$ cat config.mk
export PLATFORM = sky130hd
export DESIGN_NAME = io_bus_sequencer
export DESIGN_NICKNAME = d
export VERILOG_FILES = /design/src/rtl/io_bus_sequencer.sv
export SDC_FILE = /design/constraint.sdc
export NUM_CORES = 1
export LEC_CHECK = 0
export ABC_AREA = 1
export CORE_AREA = 2 2 102 104
export CTS_CLUSTER_DIAMETER = 80
export DETAILED_ROUTE_END_ITERATION = 16
export DIE_AREA = 0 0 104 106
export DONT_BUFFER_PORTS = 1
export PLACE_DENSITY = 0.66
export SETUP_SLACK_MARGIN = 0.4
export SLEW_MARGIN = 40
export SYNTH_ARGS = -nofsm -noshare
export SYNTH_HDL_FRONTEND = slang
export SYNTH_SLANG_ARGS = --single-unit
$ cat constraint.sdc
create_clock -name clock -period 4.4 [get_ports clock]
set_clock_uncertainty 0.15 [all_clocks]
set_input_delay 0.66 -clock clock [delete_from_list [all_inputs] [get_ports clock]]
set_output_delay 0.66 -clock clock [all_outputs]
set_load 0.005 [all_outputs]
$ cat src/rtl/io_bus_sequencer.sv
// Multi-cycle sequencer for memory-mapped I/O: decodes the peripheral slot, runs a req/ack
// handshake with timeout, stalls the CPU until completion and reports unmapped/unresponsive accesses.
module io_bus_sequencer #(
    parameter int DATA_W  = 32,
    parameter int NUM_DEV = 4,
    parameter int TIMEOUT = 15
) (
    input  logic                      clock,
    input  logic                      reset,
    input  logic                      IORead,
    input  logic                      IOWrite,
    input  logic [9:0]                io_addr,
    input  logic [DATA_W-1:0]         io_wdata,
    input  logic                      err_clr,
    output logic                      cpu_stall,
    output logic [DATA_W-1:0]         io_rdata,
    output logic [NUM_DEV-1:0]        dev_req,
    output logic                      dev_we,
    output logic [1:0]                dev_offs,
    output logic [DATA_W-1:0]         dev_wdata,
    input  logic [NUM_DEV*DATA_W-1:0] dev_rdata,
    input  logic [NUM_DEV-1:0]        dev_ack,
    output logic                      io_error,
    output logic [9:0]                err_addr
);

    localparam int CNT_W = $clog2(TIMEOUT + 1);
    localparam logic [CNT_W-1:0] CNT_LAST = CNT_W'(TIMEOUT - 1);

    typedef enum logic [1:0] {
        S_IDLE,
        S_ACCESS,
        S_DONE
    } state_e;

    state_e              state_q,     state_d;
    logic [NUM_DEV-1:0]  dev_req_q,   dev_req_d;
    logic                dev_we_q,    dev_we_d;
    logic [1:0]          dev_offs_q,  dev_offs_d;
    logic [DATA_W-1:0]   dev_wdata_q, dev_wdata_d;
    logic [DATA_W-1:0]   io_rdata_q,  io_rdata_d;
    logic                io_error_q,  io_error_d;
    logic [9:0]          err_addr_q,  err_addr_d;
    logic [9:0]          addr_q,      addr_d;
    logic [CNT_W-1:0]    cnt_q,       cnt_d;

    logic                io_go;
    logic                mapped;
    logic                ack_hit;
    logic                err_set;
    logic [DATA_W-1:0]   rdata_sel;

    assign io_go     = IORead | IOWrite;
    assign mapped    = (io_addr[9:6] == 4'b0000);
    // Only an ack from the slot currently being requested can complete the access.
    assign ack_hit   = |(dev_ack & dev_req_q);
    assign rdata_sel = dev_rdata[int'(addr_q[5:4]) * DATA_W +: DATA_W];

    always_comb begin
        // NOTE: every signal gets a default first so no path leaves it unassigned (no latches).
        state_d     = state_q;
        dev_req_d   = dev_req_q;
        dev_we_d    = dev_we_q;
        dev_offs_d  = dev_offs_q;
        dev_wdata_d = dev_wdata_q;
        io_rdata_d  = io_rdata_q;
        err_addr_d  = err_addr_q;
        addr_d      = addr_q;
        cnt_d       = cnt_q;
        err_set     = 1'b0;

        unique case (state_q)
            S_IDLE: begin
                if (io_go) begin
                    if (mapped) begin
                        dev_req_d   = NUM_DEV'(1) << io_addr[5:4];
                        dev_we_d    = IOWrite;
                        dev_offs_d  = io_addr[3:2];
                        dev_wdata_d = io_wdata;
                        addr_d      = io_addr;
                        cnt_d       = '0;
                        // A simultaneous read+write runs as a write and returns zero.
                        if (IORead && IOWrite) begin
                            io_rdata_d = '0;
                        end
                        state_d = S_ACCESS;
                    end else begin
                        err_set    = 1'b1;
                        err_addr_d = io_addr;
                        io_rdata_d = '0;
                        state_d    = S_DONE;
                    end
                end
            end

            S_ACCESS: begin
                if (ack_hit) begin
                    if (!dev_we_q) begin
                        io_rdata_d = rdata_sel;
                    end
                    dev_req_d = '0;
                    state_d   = S_DONE;
                end else if (cnt_q == CNT_LAST) begin
                    dev_req_d  = '0;
                    io_rdata_d = '0;
                    err_set    = 1'b1;
                    err_addr_d = addr_q;
                    state_d    = S_DONE;
                end else begin
                    cnt_d = cnt_q + CNT_W'(1);
                end
            end

            S_DONE: begin
                state_d = S_IDLE;
            end

            default: begin
                state_d = S_IDLE;
            end
        endcase

        // A new error outranks a clear arriving in the same cycle.
        io_error_d = err_set | (io_error_q & ~err_clr);
    end

    always_ff @(posedge clock) begin
        if (reset) begin
            state_q     <= S_IDLE;
            dev_req_q   <= '0;
            dev_we_q    <= 1'b0;
            dev_offs_q  <= '0;
            dev_wdata_q <= '0;
            io_rdata_q  <= '0;
            io_error_q  <= 1'b0;
            err_addr_q  <= '0;
            addr_q      <= '0;
            cnt_q       <= '0;
        end else begin
            // NOTE: non-blocking assignments so every flop samples the pre-edge value of its inputs.
            state_q     <= state_d;
            dev_req_q   <= dev_req_d;
            dev_we_q    <= dev_we_d;
            dev_offs_q  <= dev_offs_d;
            dev_wdata_q <= dev_wdata_d;
            io_rdata_q  <= io_rdata_d;
            io_error_q  <= io_error_d;
            err_addr_q  <= err_addr_d;
            addr_q      <= addr_d;
            cnt_q       <= cnt_d;
        end
    end

    // The IDLE term is combinational so the PC never advances on the issuing cycle.
    assign cpu_stall = ((state_q == S_IDLE) & io_go) | (state_q == S_ACCESS);
    assign io_rdata  = io_rdata_q;
    assign dev_req   = dev_req_q;
    assign dev_we    = dev_we_q;
    assign dev_offs  = dev_offs_q;
    assign dev_wdata = dev_wdata_q;
    assign io_error  = io_error_q;
    assign err_addr  = err_addr_q;

endmodule
Word-level counts from Yosys, hierarchy flattened
Index checks and enable logic that the tools add are counted.
Cells by class
  add/subtract/negate cells: 1
  equal/unequal tests: 11
  shift-type cells: 2
  mux-type cells: 32
  bitwise gates (word level): 7
  reductions and logical operators: 11
Operators by type and width (number)
  $mux 32: 6
  $shiftx 128x8->32: 1
  $pmux 32 s2: 1
  $mux 10: 4
  $mux 4: 8
  $pmux 10 s2: 1
  $pmux 4 s2: 2
  $reduce_and 5->1: 3
  $ne 2x2->1 const B: 6
  $ne 3x3->1 const B: 3
  $mux 2: 4
  $add 4x1->4 const B: 1
  $and 4x4->4: 1
  $eq 4x4->1 const B: 1
  $logic_not 4->1: 1
  $mux 1: 4
  $pmux 2 s2: 1
  $reduce_and 4->1: 1
  $reduce_or 4->1: 1
  $shl 1x2->4 const A: 1
  $or 1x1->1: 3
  $reduce_and 3->1: 1
  $and 1x1->1: 2
  $eq 2x1->1 const B: 1
  6 further kinds: 6
Storage, ports and cells
  register bits after elaboration: 98
  output and inout port bits: 83

Depth between registers and ports, before layout
Gate-level depths: netlist (run 1).
  word-level depth: 5
  depth in mapped cells: 12
  depth with buffers taken out: 11

Least setup slack after synthesis (run 1)
Ideal clock, no wire load.
  path type: input port to output port
  start point: input IOWrite
  end point: output cpu_stall
  arrival time: 1129 ps
  required time: 3590 ps
  path slack: 2461 ps
  stages: 3
  path buffers: 0
  path through: or2_2 nand2_1 nand2_4
Between the ends
  longest elaborated chain between the ends: 3
RTL lines
  start: declaration: line 11  | input logic IOWrite,
  $or 1x1->1: line 53  | assign io_go = IORead | IOWrite;
  $and 1x1->1: line 155  | assign cpu_stall = ((state_q == S_IDLE) & io_go) | (state_q == S_ACCESS);
  $or 1x1->1: line 155
  end: declaration: line 15  | output logic cpu_stall,
No other way between the ends.

Worst setup path after layout (run 1)
  start point: register addr_q[4]
  end point: register io_rdata_q[12], in the netlist io_rdata[12]
Between the ends
  longest elaborated chain between the ends: 4
RTL lines
  start: declaration: line 44  | logic [9:0] addr_q, addr_d;
  start signal: assignment: line 149  | addr_q <= addr_d;
  $shiftx 128x8->32: line 57  | assign rdata_sel = dev_rdata[int'(addr_q[5:4]) * DATA_W +: DATA_W];
  $mux 32: line 98  | if (!dev_we_q) begin
  $mux 32: line 97  | if (ack_hit) begin
  $pmux 32 s2: line 72  | unique case (state_q)
  end signal: assignment: line 146  | io_rdata_q <= io_rdata_d;
  end: declaration: line 41  | logic [DATA_W-1:0] io_rdata_q, io_rdata_d;
No other way between the ends. The select of a mux whose other input is x is not followed.
A chain may end at the register's enable or synchronous reset.

==> flow_metrics.env, run 1 <==
export IMPL_relSlewSlack_pct=50.7
export IMPL_crit_end="io_rdata[12]"
export IMPL_cp_arrival_ps=2790
export IMPL_rsz0062_at_grt="no"
export IMPL_cts_hold_buf=0
export IMPL_num_io_pins=262
export IMPL_seq_area_um2=1920
export IMPL_worstPathMaxFanout=66
export IMPL_synth_top_cell_area_share_pct=38.2
export IMPL_start_util_pct=50.3
export IMPL_crit_cells=8
export IMPL_leakage_nw=2.23
export IMPL_vias=4830
export IMPL_cts_htree_levels=3
export IMPL_die_height_um=106
export IMPL_grt_use_total_pct=24.7
export IMPL_antenna_found_initial=0
export IMPL_routed_wl_mm=13.9
export IMPL_met1Wirelength_mm=5.53
export IMPL_highest_layer="met4"
export IMPL_insertion_delay_ps=370
export IMPL_min_from="reset"
export IMPL_diodes=0
export IMPL_fin_crit_sh_pct=60.6
export IMPL_area_growth_pct=2.02
export IMPL_port_buffers=0
export IMPL_worst_pin_slew_ps=739
export IMPL_tns_ps=0
export IMPL_clk_path_buf_depth=2
export IMPL_criticalPathCategory="register to register"
export IMPL_gp_congestion=0.831
export IMPL_fmax_ghz=0.375
export IMPL_reg2reg_to="io_rdata[12]"
export IMPL_overflow=0
export IMPL_drc=0
export IMPL_cts_sinks=96
export IMPL_powerDensity_nw_per_um2=358
export IMPL_status="complete, no violations"
export IMPL_cts_root_buf="clkbuf_8"
export IMPL_multi_input_area_um2=2700
export IMPL_syn_num_nets=983
export IMPL_setup_viol=0
export IMPL_async_flop_share_pct=0
export IMPL_synth_edf_count=0
export IMPL_met2_length_mm=6.85
export IMPL_place_hpwl_mm=9.90
export IMPL_end_kind="register"
export IMPL_final_nets=941
export IMPL_wl_per_cell_um=15.4
export IMPL_crit_family="buffers and inverters"
export IMPL_drv_slew=0
export IMPL_worstPathRequired_ps=4520
export IMPL_grt_pass1_wl_mm=22.0
export IMPL_worstReg2RegStart="addr_q[4]"
export IMPL_core_um2=10000
export IMPL_synth_commonest_cells="nor2_1 (289), nand2_1 (129), o21ai_0 (116)"
export IMPL_dr_wl_met3_mm=1.17
export IMPL_cpMostUsedCell="nand2_1"
export IMPL_synth_most_common_cell="nor2_1"
export IMPL_netlist_area_um2=5030
export IMPL_crit_path_start_kind="register"
export IMPL_rows=37
export IMPL_grt_pass1_vias=4523
export IMPL_layout_drive_gt1_share_pct=5.49
export IMPL_fin_crit_ps=2670
export IMPL_path_buf_inv=2
export IMPL_synth_cell_types=27
export IMPL_post_cts_buffers=0
export IMPL_seq_area_frac_synth_pct=38.2
export IMPL_die_x_um=104
export IMPL_cts_tree="done"
export IMPL_yosys_area_top_type="dfxtp_1"
export IMPL_ys_flop_type="dfxtp_1"
export IMPL_ir_worst_vdd_uv=212
export IMPL_grt_max_degree=89
export IMPL_hold_ws_ps=200
export IMPL_drtIter0Drc=353
export IMPL_crit_slowest_cell="clkinv_2"
export IMPL_cp_slowest_stage_delay_ps=750
export IMPL_clkSlewWorstSetupHoldPaths_ps=90
export IMPL_numCtsBuffers=9
export IMPL_cp_cell_sequence="buf_4 > clkinv_2 > o21ai_0 > nand2_1 > nand2_1 > nand3_1 > nand2_1 > nor2_1"
export IMPL_synth_warnings=0
export IMPL_synthTopCellsByArea="dfxtp_1 (38%), nor2_1 (22%), o21ai_0 (12%)"
export IMPL_drtAntennaViolNets=0
export IMPL_cp_startpoint="addr_q[4]"
export IMPL_syn_inst=802
export IMPL_finalHoldViolations=0
export IMPL_syn_avg_cell_area_um2=6.27
export IMPL_drt_first_pass_iters=4
export IMPL_cts_resized=0
export IMPL_n_fill_cell=1030
export IMPL_fp_dieArea_um2=11000
export IMPL_avgViaCountPerCell=5.36
export IMPL_r2r_cells=8
export IMPL_min_path_type="input pin to register"
export IMPL_r2r_setup_slack_ps=1730
export IMPL_max_cap_violations=0
export IMPL_synth_seq_cells=96
routing by layer:
metal,vias up,GRT usage [%]
met3,22,7.48
met5,-,0
met4,0,9.94
met1,2169,26.7
li1,2451,-
met2,188,45.0
state kept, by name, summed over array words and instances, names as in the netlist:
signal / cells
cnt_q: 4
state_q: 2
addr_q: 9
io_rdata: 32
err_addr: 10
io_error: 1
dev_wdata: 32
dev_req: 4
dev_offs: 1
dev_we: 1
cell usage in the layout, fill, tap and decap left out, drive strengths merged:
master and count:
nand2 134, dfxtp 96, nand3 37, clkbuf 9
a21oi 14, clkinv 8, inv 26, or2 1
nor2 296, buf 3, nand4 1, bufinv 1
nor3 6, ha 2, o21ai 131
through the flow:
stage	worst slack [ps]	area [µm²]	power (mW)	util (%)	instances
6_report	1730	5130	1.84	51.3	901
2_1_floorplan	2460	5030	1.22	-	802
3_5_place_dp	1600	4920	1.26	49.2	885
4_1_cts	1870	5130	1.86	51.3	901
3_3_place_gp	1660	4920	1.26	49.2	885
5_1_grt	1450	5130	1.94	51.3	901
final cells by class:
| cell class | count | area share (%) |
|---|---|---|
| Tap cell | 136 | 3.32 |
| Timing Repair Buffer | 3 | 0.439 |
| Multi-Input combinational cell | 622 | 52.6 |
| Clock buffer | 9 | 2.42 |
| Clock inverter | 7 | 1.54 |
| Sequential cell | 96 | 37.5 |
| Inverter | 28 | 2.22 |
worst min path at each step:
stage | endpoint | depth (start not counted) | slack [ps]
final | dev_we | 1 | 200
after global routing | cnt_q[1] | 1 | 170
after CTS | dev_we | 1 | 180
after detailed placement | addr_q[6] | 2 | 280
after global placement | addr_q[9] | 2 | 270
after floorplan | addr_q[6] | 2 | 270
power by group:
group | internal (mW) | leakage (nW) | switching [mW]
clock | 0.269 | 0.104 | 0.328
combinational | 0.0899 | 1.34 | 0.173
sequential | 0.925 | 0.785 | 0.0518
total | 1.28 | 2.23 | 0.553
cell families after synthesis:
logic type	share of synthesized area (%)
compound gates	14.4
fa+ha+maj	0.498
buf+inv	8.14
flops	38.2
simple gates	38.7
Power figures use the tool's default switching activity.
==> inputs of run 2 (changes only) <==
--- a/config.mk
+++ b/config.mk
@@ -6,12 +6,13 @@
 export NUM_CORES = 1
 export LEC_CHECK = 0
 export ABC_AREA = 1
-export CORE_AREA = 2 2 102 104
+export CORE_ASPECT_RATIO = 0.6
+export CORE_MARGIN = 2
+export CORE_UTILIZATION = 57
 export CTS_CLUSTER_DIAMETER = 80
 export DETAILED_ROUTE_END_ITERATION = 16
-export DIE_AREA = 0 0 104 106
 export DONT_BUFFER_PORTS = 1
-export PLACE_DENSITY = 0.66
+export PLACE_DENSITY = 0.75
 export SETUP_SLACK_MARGIN = 0.4
 export SLEW_MARGIN = 40
 export SYNTH_ARGS = -nofsm -noshare
==> constraint.sdc (replaced) <==
create_clock -name clock -period 2.17 [get_ports clock]
set_clock_uncertainty 0.15 [all_clocks]
set_input_delay 0.3255 -clock clock [delete_from_list [all_inputs] [get_ports clock]]
set_output_delay 0.3255 -clock clock [all_outputs]
set_load 0.005 [all_outputs]
==> flow_metrics.env, run 2 (synthesized netlist as in run 1, its figures left out) <==
export IMPL_total_power_mw=4.19
export IMPL_highest_layer="met4"
export IMPL_tns_ps=0
export IMPL_max_cap_violations=0
export IMPL_n_fill_cell=747
export IMPL_start_util_pct=59.0
export IMPL_drc=0
export IMPL_fin_crit_sh_pct=86.0
export IMPL_end_kind="register"
export IMPL_worstPathMaxFanout=8
export IMPL_vias=5099
export IMPL_cts_tree="done"
export IMPL_wl_per_cell_um=16.6
export IMPL_setup_viol=0
export IMPL_min_path_type="input pin to register"
export IMPL_switching_share_pct=29.6
export IMPL_grt_max_degree=67
export IMPL_p_clk_share_pct=36.1
export IMPL_seq_area_um2=1930
export IMPL_worst_pin_slew_ps=533
export IMPL_powerDensity_nw_per_um2=734
export IMPL_drv_slew=0
export IMPL_fmax_ghz=0.536
export IMPL_relSlewSlack_pct=64.5
export IMPL_die_height_um=76.7
export IMPL_crit_path_start_kind="register"
export IMPL_routed_wl_mm=15.1
export IMPL_cts_htree_levels=3
export IMPL_diodes=0
export IMPL_die_x_um=125
export IMPL_cp_arrival_ps=1950
export IMPL_worstPathRequired_ps=2260
export IMPL_final_nets=971
export IMPL_final_cell_mix="nor2_1 (287), nand2_1 (125), o21ai_0 (114), dfxtp_1 (92), nand3_1 (22)"
export IMPL_place_hpwl_mm=10.0
export IMPL_drtIter0Drc=459
export IMPL_insertion_delay_ps=340
export IMPL_multi_input_area_um2=2840
export IMPL_rsz0062_at_grt="yes"
export IMPL_cts_root_buf="clkbuf_16"
export IMPL_criticalPathCategory="register to register"
export IMPL_clkSlewWorstSetupHoldPaths_ps=70
export IMPL_p_seq_share_pct=47.3
export IMPL_cts_sinks=96
export IMPL_numCtsBuffers=9
export IMPL_hold_ws_ps=5.40
export IMPL_p_comb_share_pct=16.6
export IMPL_avgViaCountPerCell=5.62
export IMPL_gp_congestion=0.793
export IMPL_core_um2=8520
export IMPL_clk_path_buf_depth=2
export IMPL_p_switching_mw=1.24
export IMPL_grt_pass1_wl_mm=22.0
export IMPL_ir_worst_vdd_uv=587
export IMPL_fp_dieArea_um2=9610
export IMPL_p_int_mw=2.95
export IMPL_overflow=0
export IMPL_drt_first_pass_iters=5
export IMPL_rows=26
export IMPL_antenna_found_initial=0
export IMPL_final_common_cell="nor2_1"
export IMPL_finalHoldViolations=0
export IMPL_met1Wirelength_mm=6.28
export IMPL_final_util_pct=67.0
export IMPL_worst_slack_ps=305
export IMPL_dp_slack_ps=297
export IMPL_fin_crit_ps=1870
export IMPL_grt_use_total_pct=28.2
export IMPL_layout_drive_gt1_share_pct=11.3
export IMPL_num_io_pins=262
export IMPL_dr_wl_met3_mm=1.62
export IMPL_status="complete, no violations"
export IMPL_port_buffers=0
export IMPL_area_growth_pct=13.5
export IMPL_met2_length_mm=7.00
export IMPL_drtAntennaViolNets=0
export IMPL_grt_pass1_vias=4282
export IMPL_leakage_nw=2.50
## run 2: cell count changes in the layout (fill, tap and decap cells not counted), moves of 7 or more
cell	change
nand3_1	-14
clkbuf_16	+11
buf_4	+9
dlygate4sd3_1	+7
nand3_2	+13
clkbuf_8	-9
## run 2: power by group through the flow
stage / logic (mW) / clock network (mW) / registers (mW)
final: 0.694 / 1.51 / 1.98
after global routing: 0.787 / 1.61 / 1.99
after floorplan: 0.485 / 0 / 1.98
after CTS: 0.591 / 1.54 / 1.98
after global placement: 0.537 / 0 / 2.02
after detailed placement: 0.554 / 0 / 2.02
## run 2: layout make-up
class | instances | share of cell area [%]
Clock buffer | 9 | 3.95
Clock inverter | 7 | 1.12
Inverter | 28 | 2.28
Multi-Input combinational cell | 623 | 49.7
Sequential cell | 96 | 33.9
Tap cell | 112 | 2.46
Timing Repair Buffer | 31 | 6.49
Timing Repair inverter | 1 | 0.153
## run 2: critical path, stage by stage, from the launching register on
cell and delay [ps]:
dfxtp_4 360, inv_4 60, ha_4 120, nand3_2 70, nand2_1 90, inv_2 40, nand2_4 90, nand2_4 60
nor2_4 270, clkbuf_16 230, nand3_1 80, nand2_1 90, nor2_1 40
## run 2: worst paths after layout
kind                 from       endpoint  depth (start not counted)  slack, ps
min reg2reg     addr_q[6]      addr_q[6]                          2        290
max reg2reg      cnt_q[0]   io_rdata[10]                         12        300
max              cnt_q[0]   io_rdata[10]                         12        300
min          io_wdata[15]  dev_wdata[15]                          2          5
## run 2: what timing repair did
| item | 4_1_cts | 5_1_grt |
|---|---|---|
| hold buffers | 7 | 0 |
| buffers inserted | 1 | 9 |
| setup endpoints to repair | 54 | 85 |
| endpoints found under the hold margin | 13 | 0 |
| pin swaps | 2 | 10 |
| gates resized for setup | 6 | 45 |
| gates cloned | 1 | 4 |
## run 2: through the flow
stage               area (µm²)  cells
floorplan                 5030    802
detailed placement        4990    869
CTS                       5400    894
finish                    5710    907
global route              5710    907
global placement          4990    869
## run 2: metal layers
layer  global-route usage [%]  vias to the layer above
met3                     10.2                       14
met4                     6.89                        0
met1                     37.7                     2323
met5                        0                        -
li1                         -                     2514
met2                     43.4                      248
